==> src/rtl/aes_pkg.sv <==
// Shared AES control definitions: state-mux selects, controller FSM states, round counts per key size.
package aes_pkg;

    localparam logic [1:0] SEL_INIT  = 2'b00;
    localparam logic [1:0] SEL_ROUND = 2'b01;
    localparam logic [1:0] SEL_FINAL = 2'b11;

    localparam int NR_128 = 10;
    localparam int NR_192 = 12;
    localparam int NR_256 = 14;

    typedef enum logic [1:0] {
        IDLE  = 2'd0,
        ROUND = 2'd1,
        FINAL = 2'd2,
        DONE  = 2'd3
    } state_t;

endpackage

==> src/rtl/aes_round_cnt.sv <==
// Round index register with load-to-1, increment, clear and hold; updates one edge after its command.
// No backpressure: the controller issues at most one command per cycle.
module aes_round_cnt #(
    parameter int W = 4
) (
    input  logic         clk,
    input  logic         rst_n,
    input  logic         load,
    input  logic         inc,
    input  logic         clr,
    output logic [W-1:0] cnt
);

    always_ff @(posedge clk or negedge rst_n) begin
        if (!rst_n) begin
            cnt <= '0;
        end else if (clr) begin
            cnt <= '0;
        end else if (load) begin
            cnt <= {{(W-1){1'b0}}, 1'b1};
        end else if (inc) begin
            cnt <= cnt + {{(W-1){1'b0}}, 1'b1};
        end
    end

endmodule

==> src/rtl/aes_round_ctrl.sv <==
// AES round sequencer: steers the state mux and registers its output; done NR+1 edges after start.
// Result is held on state_q with done high until out_ready; start is only sampled in IDLE.
module aes_round_ctrl
    import aes_pkg::*;
#(
    parameter int N  = 128,
    parameter int NR = NR_128
) (
    input  logic         clk,
    input  logic         rst_n,
    input  logic         start,
    input  logic [N-1:0] mux_out,
    input  logic         out_ready,
    output logic [1:0]   sel,
    output logic [3:0]   round,
    output logic [N-1:0] state_q,
    output logic         busy,
    output logic         done
);

    localparam logic [3:0] LAST_RND = 4'(NR - 1);

    state_t cur_st;
    state_t nxt_st;
    logic   cap_en;
    logic   cnt_load;
    logic   cnt_inc;
    logic   cnt_clr;

    always_ff @(posedge clk or negedge rst_n) begin
        if (!rst_n) begin
            cur_st  <= IDLE;
            state_q <= '0;
        end else begin
            cur_st <= nxt_st;
            if (cap_en) begin
                state_q <= mux_out;
            end
        end
    end

    // Outputs decode from the registered state only, so mux_out never reaches an output combinationally.
    always_comb begin
        nxt_st   = cur_st;
        sel      = SEL_INIT;
        busy     = 1'b1;
        done     = 1'b0;
        cap_en   = 1'b0;
        cnt_load = 1'b0;
        cnt_inc  = 1'b0;
        cnt_clr  = 1'b0;
        case (cur_st)
            IDLE: begin
                busy = 1'b0;
                if (start) begin
                    cap_en   = 1'b1;
                    cnt_load = 1'b1;
                    nxt_st   = ROUND;
                end
            end
            ROUND: begin
                sel     = SEL_ROUND;
                cap_en  = 1'b1;
                cnt_inc = 1'b1;
                if (round == LAST_RND) begin
                    nxt_st = FINAL;
                end
            end
            FINAL: begin
                sel    = SEL_FINAL;
                cap_en = 1'b1;
                nxt_st = DONE;
            end
            DONE: begin
                done = 1'b1;
                if (out_ready) begin
                    cnt_clr = 1'b1;
                    nxt_st  = IDLE;
                end
            end
            default: begin
                nxt_st = IDLE;
            end
        endcase
    end

    aes_round_cnt #(
        .W(4)
    ) u_round_cnt (
        .clk   (clk),
        .rst_n (rst_n),
        .load  (cnt_load),
        .inc   (cnt_inc),
        .clr   (cnt_clr),
        .cnt   (round)
    );

endmodule

==> config.mk <==
export PLATFORM = sky130hd
export DESIGN_NAME = aes_round_ctrl
export DESIGN_NICKNAME = d
export VERILOG_FILES = /design/src/rtl/aes_pkg.sv /design/src/rtl/aes_round_cnt.sv /design/src/rtl/aes_round_ctrl.sv
export SDC_FILE = /design/constraint.sdc
export NUM_CORES = 1
export LEC_CHECK = 0
export CORE_MARGIN = 2
export CORE_UTILIZATION = 37
export DETAILED_ROUTE_END_ITERATION = 8
export GPL_ROUTABILITY_DRIVEN = 0
export PLACE_DENSITY = 0.81
export RECOVER_POWER = 25
export SLEW_MARGIN = 20
export SYNTH_ARGS = -nofsm -noshare
export SYNTH_HDL_FRONTEND = slang
export SYNTH_HIERARCHICAL = 1
export SYNTH_SLANG_ARGS = --single-unit
==> constraint.sdc <==
create_clock -name clk -period 1.9 [get_ports clk]
set_input_delay 0.38 -clock clk [delete_from_list [all_inputs] [get_ports clk]]
set_output_delay 0.38 -clock clk [all_outputs]
set_load 0.01 [all_outputs]
==> impl_metrics.toml <==
[timing]
setup_viol = 0
drv_slew = 0
worstMarginPinSlew_ns = 1.13
min_period_ns = 1.83
finClkSkew_ns = 0.00628
clock.fmax_ghz = 0.547
hold_viol_final = 0
fin_crit_sh = 0.962
timing.final.ws_setup_ns = 0.0716
max-slew-margin-rel = 0.248
rsz0062_at_grt = "true"

[clock_tree]
cts_buffers = 17
clkTransAtPathRegs_ns = 0.06
cts_tree = "yes"
cts-root-buf = "clkbuf_16"
cts_max_level = 4
clock_latency_ns = 0.41
cts_buffer_depth = 2
cts.sinks = 134

[final_layout]
fin_area_sq_um = 8780
n_fill_cell = 1066
n_antenna_cell = 0
synthToLayoutAreaGrowth_pct = 70.6
drive_gt1_frac = 0.297
multi_input_area_sq_um = 1700
fin_nets = 737
regArea_sq_um = 3350

[yosys]
synth_cell_types = 20
synth-edff-count = 0
synth.most_common_cell = "dfrtp_1"
synth_top_cells_by_count = "dfrtp_1, mux2_2, buf_4, ha_1, inv_1"
netlist_area_sq_um = 5150
synth_seq_cells = 134
synth_flop_cell = "dfrtp_1"
synth_area_leader_cell = "dfrtp_1"
synth.area.top_cells = "dfrtp_1, mux2_2, buf_4"
syn_avg_cell_area_sq_um = 16.7
synthArstFlopShare = 1.00
syn_inst = 309
ys_seq_area_frac = 0.651
syn-num-nets = 447
yosysWarnings = 6
synth_top_cell_area_share = 0.651

[setup_path]
r2r_cells = 6
critPathRequiredTime_ns = 2.19
cp-start-kind = "register"
crit_type = "reg -> reg"
reg2reg_slack_ns = 0.07
r2r_start = "cur_st[0]$_DFFE_PN0P_"
crit_path_max_fanout = 61
cp.arrival_ns = 2.12
end_kind = "register"
reg2reg_to = "state_q[37]$_DFFE_PN0P_"

[power]
p_sw_mw = 5.50
combPwrFrac = 0.526
seq_power_share = 0.289
clockPowerShare = 0.186
p_sw_frac = 0.303
p_leak_nw = 3.65
internal_power_mw = 12.6
power_density_nw_per_um2 = 2070
ir_drop_mv = 1.10

[grt]
grt_max_degree = 62
grt_pass1_vias = 3899
track_usage = 0.179
antenna_found_initial = 0
grt_overflow = 0
grt_pass1_wl_um = 20300

[die]
fp.dieH_um = 122
start_util = 0.375
dieArea_sq_um = 14900
die_w_um = 122
core_area_sq_um = 13700
rows = 43
pin_count = 268

[flow_run]
drv_cap = 0

[status]
outcome = "finished clean"

[placement]
pre_cts_ws_ns = -0.0818
dpl.hpwl_um = 9890
place_area_sq_um = 8160
portBuffers = 267

[drt]
wl_per_cell_um = 16.8
dr.pass1.iters = 4
wl_um = 13300
dr.first_iter.drc_count = 76
drc = 0
via_per_inst = 4.65
vias = 3686
ant_nets = 0

[worst_hold_path]
hold_path_depth = 1
min_to = "state_q[84]$_DFFE_PN0P_"
hold_class = "reg -> reg"
hold_start = "state_q[84]$_DFFE_PN0P_"
[worst max-delay path, stage by stage (launching register included)]
cell	delay, ns
dfrtp_1	0.42
inv_2	0.08
ha_4	0.27
a21oi_1	0.06
nor2_4	0.15
buf_12	0.30
mux2_2	0.39
[power groups by stage]
stage                     registers, mW  clock network (mW)  logic, mW
after floorplan                    5.86                   0       4.40
after global placement             5.19                   0       9.32
after detailed placement           5.28                   0       9.59
after CTS                          5.26                3.45       9.60
after global routing               5.44                3.60       10.1
final                              5.24                3.37       9.54
[sequential cells by signal (all words and copies together) (netlist names)]
signal,count
cur_st,2
state_q,128
u_round_cnt/cnt,4
[per-stage QoR]
step	hold WS, ns	TNS, ns	std cells	power, mW	utilization
final	0.503	0	792	18.1	0.640
after floorplan	0.0844	0	309	10.3	-
after detailed placement	0.342	-5.57	757	14.9	0.594
after global placement	0.338	-3.48	757	14.5	0.594
after global routing	0.514	-0.128	792	19.2	0.640
after CTS	0.480	-0.247	790	18.3	0.639
[cells by family (layout without fill, tap and decap cells)]
family | count (synthesis) | count (layout) | synth area share
buffers and inverters | 21 | 324 | 0.0253
AND/OR/NAND/NOR | 10 | 10 | 0.0117
multiplexers | 132 | 132 | 0.288
flip-flops | 134 | 134 | 0.651
adder cells (fa/ha/maj) | 6 | 6 | 0.0146
XOR/XNOR | 1 | 1 | 0.00170
AO/OA/AOI/OAI | 5 | 5 | 0.00729
[area by class of cell]
| type | count | share of cell area |
|---|---|---|
| sequential | 134 | 0.382 |
| timing repair buffer | 286 | 0.328 |
| multi-input combinational | 154 | 0.193 |
| clock buffer | 23 | 0.0521 |
| tap | 180 | 0.0256 |
| clock inverter | 9 | 0.0171 |
| inverter | 6 | 0.00256 |
[how the worst max path moves through the flow]
| stage | start | endpoint | slack, ns |
|---|---|---|---|
| final | cur_st[0]$_DFFE_PN0P_ | state_q[37]$_DFFE_PN0P_ | 0.07 |
| after global routing | cur_st[0]$_DFFE_PN0P_ | state_q[39]$_DFFE_PN0P_ | -0.02 |
| after CTS | cur_st[1]$_DFFE_PN0P_ | done | -0.13 |
| after detailed placement | start | state_q[37]$_DFFE_PN0P_ | -0.08 |
| after global placement | start | state_q[43]$_DFFE_PN0P_ | -0.04 |
| after floorplan | cur_st[0]$_DFFE_PN0P_ | state_q[100]$_DFFE_PN0P_ | 0.19 |
[layout by cell type, fill, tap and decap left out, types with 4 or more instances in the layout]
cell and count:
inv_1 4, ha_1 4, clkbuf_1 5, dfrtp_1 134, bufinv_16 4, buf_12 5, clkbuf_16 17, buf_4 10
clkdlybuf4s50_1 262, mux2_2 128
[layer usage]
metal / vias to the layer above / global-route usage / wire (um)
met3: 18 / 0.0707 / 1330
met4: 0 / 0.0690 / 218
li1: 1678 / - / -
met2: 171 / 0.305 / 6890
met5: - / 0 / 0
met1: 1819 / 0.203 / 4860
[timing repair]
action                                  in CTS  in global routing
endpoints found under the setup margin       4                122
buffers inserted                             0                  2
hold endpoints to repair                    42                  0
resized for setup                            4                  9
cloned                                       0                  0
hold buffers                                 1                  0
(Power assumes the default switching activity.)
